### config.mk
export PLATFORM = sky130hd
export DESIGN_NAME = interval_timer_flat
export DESIGN_NICKNAME = d
export VERILOG_FILES = /design/src/rtl/interval_timer_if.sv /design/src/rtl/interval_timer.sv /design/src/flat_wrapper.sv
export SDC_FILE = /design/constraint.sdc
export NUM_CORES = 1
export LEC_CHECK = 0
export CORE_ASPECT_RATIO = 2
export CORE_MARGIN = 5
export CORE_UTILIZATION = 41
export DETAILED_ROUTE_END_ITERATION = 8
export DONT_BUFFER_PORTS = 1
export PLACE_DENSITY = 0.55
export SYNTH_ARGS = -nofsm -noshare
export SYNTH_HDL_FRONTEND = slang
export SYNTH_SLANG_ARGS = --single-unit
export TNS_END_PERCENT = 5
### constraint.sdc
create_clock -name clk -period 3 [get_ports clk]
set_input_delay 0.9 -clock clk [delete_from_list [all_inputs] [get_ports clk]]
set_output_delay 0.9 -clock clk [all_outputs]
set_load 0.02 [all_outputs]
### src/rtl/interval_timer_if.sv
// Controller-side bundle for interval_timer: start/programming requests
// and countdown status.
interface interval_timer_if #(
    parameter int VAL_W = 4
);
    logic             start_timer;
    logic [1:0]       interval;
    logic             prog_sync;
    logic [1:0]       time_param_sel;
    logic [VAL_W-1:0] time_value;
    logic             expired;
    logic             busy;
    logic [VAL_W:0]   remaining;

    modport master (
        output start_timer, interval, prog_sync,
        output time_param_sel, time_value,
        input  expired, busy, remaining
    );

    modport slave (
        input  start_timer, interval, prog_sync,
        input  time_param_sel, time_value,
        output expired, busy, remaining
    );
endinterface

### src/rtl/interval_timer.sv
// Programmable one-second countdown timer for the traffic-light controller.
// Define EXPIRED_LEVEL_EN to hold expired high until the next start/prog.
module interval_timer #(
    parameter int CLK_DIV  = 1000,
    parameter int VAL_W    = 4,
    parameter int DEF_BASE = 6,
    parameter int DEF_EXT  = 3,
    parameter int DEF_YEL  = 2
) (
    input logic             clk,
    input logic             reset,
    interval_timer_if.slave tif
);
    localparam int PS_W = $clog2(CLK_DIV);
    localparam logic [PS_W-1:0]  PS_LAST = PS_W'(CLK_DIV - 1);
    localparam logic [VAL_W-1:0] BASE0   = VAL_W'(DEF_BASE);
    localparam logic [VAL_W-1:0] EXT0    = VAL_W'(DEF_EXT);
    localparam logic [VAL_W-1:0] YEL0    = VAL_W'(DEF_YEL);
    localparam logic [VAL_W:0]   ONE     = (VAL_W+1)'(1);

    typedef enum logic {IDLE, COUNT} state_t;

    state_t           state, state_n;
    logic [PS_W-1:0]  presc, presc_n;
    logic [VAL_W:0]   rem, rem_n, dur;
    logic [VAL_W-1:0] t_base, t_ext, t_yel;
    logic [VAL_W-1:0] base_n, ext_n, yel_n;
    logic             start_d, start_edge, tick;
    logic             exp_q, exp_n;

    assign start_edge = tif.start_timer & ~start_d;
    assign tick       = (state == COUNT) && (presc == PS_LAST);

    always_comb begin
        dur = '0;
        unique case (tif.interval)
            2'b00: dur = {1'b0, t_base};
            2'b01: dur = {1'b0, t_ext};
            2'b10: dur = {1'b0, t_yel};
            2'b11: dur = {1'b0, t_base} + {1'b0, t_ext};
        endcase
        // A zero duration still has to last one full tick.
        if (dur == '0)
            dur = ONE;
    end

    always_comb begin
        state_n = state;
        presc_n = presc;
        rem_n   = rem;
        base_n  = t_base;
        ext_n   = t_ext;
        yel_n   = t_yel;
`ifdef EXPIRED_LEVEL_EN
        exp_n   = exp_q;
`else
        exp_n   = 1'b0;
`endif
        if (tif.prog_sync) begin
            unique case (tif.time_param_sel)
                2'b00: base_n = tif.time_value;
                2'b01: ext_n  = tif.time_value;
                2'b10: yel_n  = tif.time_value;
                2'b11: begin
                    base_n = BASE0;
                    ext_n  = EXT0;
                    yel_n  = YEL0;
                end
            endcase
            state_n = IDLE;
            presc_n = '0;
            rem_n   = '0;
            exp_n   = 1'b0;
        end else if (start_edge) begin
            state_n = COUNT;
            presc_n = '0;
            rem_n   = dur;
            exp_n   = 1'b0;
        end else if (state == COUNT) begin
            if (tick) begin
                presc_n = '0;
                rem_n   = rem - ONE;
                if (rem == ONE) begin
                    state_n = IDLE;
                    exp_n   = 1'b1;
                end
            end else begin
                presc_n = presc + PS_W'(1);
            end
        end
    end

    always_ff @(posedge clk or posedge reset) begin
        if (reset) begin
            state   <= IDLE;
            presc   <= '0;
            rem     <= '0;
            exp_q   <= 1'b0;
            start_d <= 1'b0;
            t_base  <= BASE0;
            t_ext   <= EXT0;
            t_yel   <= YEL0;
        end else begin
            state   <= state_n;
            presc   <= presc_n;
            rem     <= rem_n;
            exp_q   <= exp_n;
            start_d <= tif.start_timer;
            t_base  <= base_n;
            t_ext   <= ext_n;
            t_yel   <= yel_n;
        end
    end

    assign tif.expired   = exp_q;
    assign tif.busy      = (state == COUNT);
    assign tif.remaining = rem;
endmodule

### src/flat_wrapper.sv
// flat-port wrapper written by rule: the top's interface ports become plain ports
module interval_timer_flat 
#(
    parameter int CLK_DIV  = 1000,
    parameter int VAL_W    = 4,
    parameter int DEF_BASE = 6,
    parameter int DEF_EXT  = 3,
    parameter int DEF_YEL  = 2
)
  (clk, reset, tif_start_timer, tif_interval, tif_prog_sync, tif_time_param_sel, tif_time_value, tif_expired, tif_busy, tif_remaining);
  interval_timer_if #(.VAL_W(VAL_W)) tif_i ();
  input logic clk;
  input logic reset;
  input wire logic [$bits(tif_i.start_timer)-1:0] tif_start_timer;
  input wire logic [$bits(tif_i.interval)-1:0] tif_interval;
  input wire logic [$bits(tif_i.prog_sync)-1:0] tif_prog_sync;
  input wire logic [$bits(tif_i.time_param_sel)-1:0] tif_time_param_sel;
  input wire logic [$bits(tif_i.time_value)-1:0] tif_time_value;
  output wire logic [$bits(tif_i.expired)-1:0] tif_expired;
  output wire logic [$bits(tif_i.busy)-1:0] tif_busy;
  output wire logic [$bits(tif_i.remaining)-1:0] tif_remaining;
  assign tif_i.start_timer = tif_start_timer;
  assign tif_i.interval = tif_interval;
  assign tif_i.prog_sync = tif_prog_sync;
  assign tif_i.time_param_sel = tif_time_param_sel;
  assign tif_i.time_value = tif_time_value;
  assign tif_expired = tif_i.expired;
  assign tif_busy = tif_i.busy;
  assign tif_remaining = tif_i.remaining;
  interval_timer #(.CLK_DIV(CLK_DIV), .VAL_W(VAL_W), .DEF_BASE(DEF_BASE), .DEF_EXT(DEF_EXT), .DEF_YEL(DEF_YEL)) u_core (.clk(clk), .reset(reset), .tif(tif_i));
endmodule
== After elaboration in Yosys (flattened, before gate mapping) ==
Index checks and enable logic that the tools add are counted.
W data, S select, Z words.

* $add $sub $neg: 3
* Multiply operators: 0
* Divide/modulo/power cells: 0
* Order comparisons: 0
* Equality and inequality tests: 8
* Shift-type cells: 0
* Muxes and demuxes: 23
* Bitwise gates (word level): 2
* Reduce and logical (&&, ||, !) cells: 13

{| class="wikitable"
|+ Operators by type and width
! cell !! number
|-
| $mux W10 || 4
|-
| $mux W5 || 5
|-
| $pmux W4 S2 || 3
|-
| $pmux W5 S4 || 1
|-
| $add A10 B1 Y10 const B || 1
|-
| $eq A10 B10 Y1 const B || 1
|-
| $mux W1 || 10
|-
| $eq A2 B2 Y1 const B || 4
|-
| $reduce_and A2 Y1 || 4
|-
| $reduce_bool A2 Y1 || 3
|-
| $reduce_bool A3 Y1 || 2
|-
| $add A4 B4 Y5 || 1
|-
| $eq A5 B1 Y1 const B || 1
|-
| $logic_not A5 Y1 || 1
|-
| $sub A5 B1 Y5 const B || 1
|-
| $eq A2 B1 Y1 const B || 2
|-
| $logic_not A2 Y1 || 2
|-
| $and A1 B1 Y1 || 1
|-
| $logic_and A1 B1 Y1 || 1
|-
| $not A1 Y1 || 1
|}

* Bits in registers: 30
* Bits in latches: 0
* Bits in writable memories: 0
* Bits in read-only memories: 0
* Output and inout port bits: 7
* Memories kept: 0

== Depth between registers and ports, before layout ==
* Depth in word-level cells: 6
* Depth in mapped cells: 7
* Gate-level depth less buffers: 7

== Worst setup path before layout ==
No wires, ideal clock.

* Path kind: input to register
* Start: input port tif_interval[1]
* End: register u_core.rem[0] (netlist: u_core.tif.remaining[0])
* Setup time: 94 ps
* Arrival time: 2131 ps
* Data required time: 2906 ps
* Setup slack: 776 ps
* Cell stages on the path: 5
* Path buffers: 1
* Cell sequence: clkbuf_1 mux4_2 nor3_2 o21ai_1 a221oi_2

* Longest elaborated chain between the ends: 6

{| class="wikitable"
|+ Ends and longest elaborated chain
! what !! RTL line !! RTL
|-
| from (decl) || flat_wrapper.sv:15 || <nowiki>input wire logic [$bits(tif_i.interval)-1:0] tif_interval;</nowiki>
|-
| $eq A2 B2 Y1, or another cell as far along || interval_timer.sv:36 || <nowiki>unique case (tif.interval)</nowiki>
|-
| $pmux W5 S4 (*) || interval_timer.sv:36 ||
|-
| $logic_not A5 Y1 || interval_timer.sv:43 || <nowiki>if (dur == '0)</nowiki>
|-
| $mux W5 (*) || interval_timer.sv:43 ||
|-
| $mux W5 (*) || interval_timer.sv:74 || <nowiki>end else if (start_edge) begin</nowiki>
|-
| $mux W5 (*) || interval_timer.sv:59 || <nowiki>if (tif.prog_sync) begin</nowiki>
|-
| to (signal assigned) || interval_timer.sv:106 || <nowiki>rem <= rem_n;</nowiki>
|-
| to (decl) || interval_timer.sv:25 || <nowiki>logic [VAL_W:0] rem, rem_n, dur;</nowiki>
|}

Every way passes the cells marked *; elsewhere a longest branch is shown, timed or not.
A chain may end at the register's enable or synchronous reset.

== Worst setup path in the final report ==
* Start: register u_core.t_ext[0]
* End: register u_core.rem[0] (netlist: u_core.tif.remaining[0])

* Longest elaborated chain between the ends: 6

{| class="wikitable"
|+ Ends and longest elaborated chain
! what !! RTL line !! RTL
|-
| from (decl) || interval_timer.sv:26 || <nowiki>logic [VAL_W-1:0] t_base, t_ext, t_yel;</nowiki>
|-
| from (signal assigned) || interval_timer.sv:110 || <nowiki>t_ext <= ext_n;</nowiki>
|-
| $add A4 B4 Y5 || interval_timer.sv:40 || <nowiki>2'b11: dur = {1'b0, t_base} + {1'b0, t_ext};</nowiki>
|-
| $pmux W5 S4 (*) || interval_timer.sv:36 ||
|-
| $logic_not A5 Y1 || interval_timer.sv:43 ||
|-
| $mux W5 (*) || interval_timer.sv:43 ||
|-
| $mux W5 (*) || interval_timer.sv:74 ||
|-
| $mux W5 (*) || interval_timer.sv:59 ||
|}

Marked as above.

==> out/metrics.csv <==
stage,metric,value,unit
worst_hold_path,hold_start,u_core.t_ext[0],
sta,setup-violations-final,0,
clock_network,cts_buffer_depth,2,
clock_network,cts_setup_buffers,0,
placed_design,port_buffers,0,
worst_setup_path,cp-start-kind,flip-flop,
grt,first_global_vias,1349,
floorplan,die_h,101.2,um
sta,fin_ws,742.0,ps
worst_hold_path,hold_class,reg2reg,
yosys,syn_avg_cell_area,9.973,um2
clock_network,hold_buffers,0,
grt,antenna_found_initial,0,
yosys,synth_area_leaders,"dfrtp_1, dfstp_2, ha_1",
yosys,synth-main-ff-cell,dfrtp_1,
sta,tightest_slew,646.4,ps
placed_design,routabilityCongestion,0.7931,
worst_setup_path,worstSetupPathType,reg2reg,
yosys,ys_ff_latch,30,
yosys,yosys.area.top_type,dfrtp_1,
sta,hold_ws,495.4,ps
power,power.switching,278.0,uW
placed_design,dpl_worst_slack,764.1,ps
worst_setup_path,crit_fanout,3,
clock_network,numCtsBuffers,5,
cells_and_area,drive_above_1_share,14.37,%
worst_hold_path,hold-path-cell-count,2,
power,p_leak,0.7922,nW
power,switching_share,28.32,%
clock_network,cts_htree_levels,2,
yosys,postSynthCellCount,171,
routing,wl,3.822,mm
routing,firstDrtPassIters,4,
sta,fmaxAchievable,442.9,MHz
yosys,synth_edf_count,0,
yosys,netlist_area,1705,um2
yosys,synthArstFlopShare,100.0,%
grt,grt_use_total,15.15,%
grt,grt_overflow_total,0,
yosys,yosysSeqAreaShare,44.39,%
routing,postRouteAntennaNets,0,
routing,drc,0,
run,drv_cap,0,
sta,hold_viol_final,0,
yosys,synth_nets,193,
cells_and_area,syn2layout_area_growth,7.997,%
worst_setup_path,cpPeakStageDelay,540,ps
yosys,synth_warnings,0,
clock_network,cts.sinks,30,
floorplan,die_w,55.61,um
routing,wl_per_cell,16.91,um
floorplan,io-pin-count,19,
run_status,status,"finished, final reports clean",
floorplan,dieArea,5628,um2
cells_and_area,ff_latch_area,757.0,um2
clock_network,tritoncts,yes,
worst_setup_path,end_kind,flip-flop,
routing,drtIter0Drc,30,
sta,maxSlewHeadroom,56.82,%
worst_setup_path,reg2reg_from,u_core.t_ext[0],
cells_and_area,antenna_cells,0,
sta,finClkSkew,4.496,ps
power,ir_drop,341.1,uV
cells_and_area,final_area,1842,um2
floorplan,coreArea,4088,um2
sta,drv_slew,0,
clock_network,root_buffer,clkbuf_8,
cells_and_area,fill_cells,388,
sta,rsz0062_at_grt,false,
placed_design,dpl_cell_area,1750,um2
placed_design,hpwl,2.987,mm
cells_and_area,multi_input_area,890.9,um2
grt,grt_pass1_wl,6.506,mm
grt,grt_max_degree,31,
floorplan,rows,33,
floorplan,initial_core_util,41.72,%
power,p_seq_share,49.5,%
power,combinationalPowerShare,16.5,%
yosys,ys_types,42,
power,p_per_area,533.0,nW/um2
worst_setup_path,crit_chain,"ha_1, fa_1, mux4_2, nor3_2, o21ai_1, a221oi_2",
power,p_clk_share,34.0,%
sta,final.setup.tns,0,ps
cells_and_area,num-nets-final,195,
clock_network,cts_resized,0,
sta,finalCritPeriodShare,75.27,%
routing,routed_via_density,5.482,
worst_setup_path,reg2regPathDepth,6,
clock_network,clk_latency,280,ps
worst_setup_path,r2r_setup_slack,740,ps
clock_network,clk_pin_slew,60,ps
sta,layout_min_cycle_time,2258,ps
worst_hold_path,holdPathEnd,u_core.t_ext[0],
worst_setup_path,crit_path_top_delay_cell,dfstp_2,
worst_setup_path,required,3190,ps
worst_setup_path,arrival,2450,ps
routing,vias,1239,
power,p_total,981.7,uW
power,p_int,703.7,uW
worst_setup_path,r2r-end,u_core.tif.remaining[0],
yosys,yosysTopAreaCellShare,36.68,%
routing by layer:
metal	vias up	track usage [%]	share of wire, %
met1	606	13.03	33
li1	604	-	-
met2	23	30.75	60
met4	0	7.491	1.9
met5	-	0	0
met3	6	4.082	4.4
cell usage after synthesis (all sizes together) (2+ instances only):
master	n
nand4	2
clkbuf	4
nand4b	2
nand3	6
nor2b	3
dfstp	5
inv	8
or3	3
a21oi	8
a22o	2
mux4	3
nand2	22
xor2	7
dfrtp	25
nor2	14
xnor2	4
buf	2
nor3	7
nand2b	4
ha	9
a211oi	2
o21ai	16
power by group through the flow:
stage / Clock (mW) / Combinational (mW) / Sequential [mW]
after floorplan: 0 / 0.138 / 0.481
after global placement: 0 / 0.155 / 0.492
after detailed placement: 0 / 0.163 / 0.494
after CTS: 0.344 / 0.164 / 0.487
after global routing: 0.355 / 0.184 / 0.492
final: 0.334 / 0.162 / 0.486
cell type report:
type / count / area share [%]
well taps: 52 / 3.533
flip-flops and latches: 30 / 41.10
clock buffers: 7 / 4.687
repair buffers: 1 / 0.4076
inverters: 8 / 1.630
clock inverters: 1 / 0.2717
multi-input cells: 127 / 48.37
placed cells by master, fill, tap and decap left out, drive strengths merged, types with 2 or more instances in the layout:
master	Yosys	routed
a211oi	2	2
a21oi	8	8
a22o	2	2
clkbuf	4	7
dfrtp	25	25
dfstp	5	5
ha	9	9
inv	8	8
mux4	3	3
nand2	22	22
nand2b	4	4
nand3	6	6
nand4	2	2
nand4b	2	2
nor2	14	14
nor2b	3	3
nor3	7	7
o21ai	16	16
or3	3	3
xnor2	4	4
xor2	7	7
how the worst max path moves through the flow:
stage	start	end	slack [ps]	depth (start not counted)
5_1_grt	u_core.t_base[0]	u_core.tif.remaining[0]	640	7
3_5_place_dp	u_core.t_ext[0]	u_core.tif.remaining[0]	760	6
3_3_place_gp	u_core.t_ext[0]	u_core.tif.remaining[0]	820	6
6_report	u_core.t_ext[0]	u_core.tif.remaining[0]	740	6
2_1_floorplan	tif_interval[1]	u_core.tif.remaining[0]	780	5
4_1_cts	u_core.t_ext[0]	u_core.tif.remaining[0]	750	6
metrics by stage:
stage,utilization (%),instances
4_1_cts,45.06,226
6_report,45.06,226
2_1_floorplan,-,171
5_1_grt,45.06,226
3_3_place_gp,42.82,218
3_5_place_dp,42.82,218
worst max-delay path, delay by kind of cell (launching register included):
kind | cells | cell delay [ps]
AO/OA/AOI/OAI | 2 | 350
adder cells (fa/ha/maj) | 2 | 620
flip-flops | 1 | 540
multiplexers | 1 | 510
AND/OR/NAND/NOR | 1 | 160
flip-flops by register name, summed over array words and instances (netlist names):
name / count
u_core.t_base: 4
u_core.tif.remaining: 5
u_core.presc: 10
u_core.t_yel: 4
u_core.t_ext: 4
u_core.tif.busy: 1
u_core.tif.expired: 1
u_core.start_d: 1
cells by family (layout without fill, tap and decap cells):
| logic type | after synthesis | after routing | synth area share, % |
|---|---|---|---|
| buf+inv | 14 | 17 | 3.375 |
| fa+ha+maj | 10 | 10 | 7.777 |
| compound gates | 36 | 36 | 13.94 |
| simple gates | 67 | 67 | 20.91 |
| xor+xnor | 11 | 11 | 5.649 |
| flops | 30 | 30 | 44.39 |
| mux | 3 | 3 | 3.962 |
(Power assumes the default switching activity.)
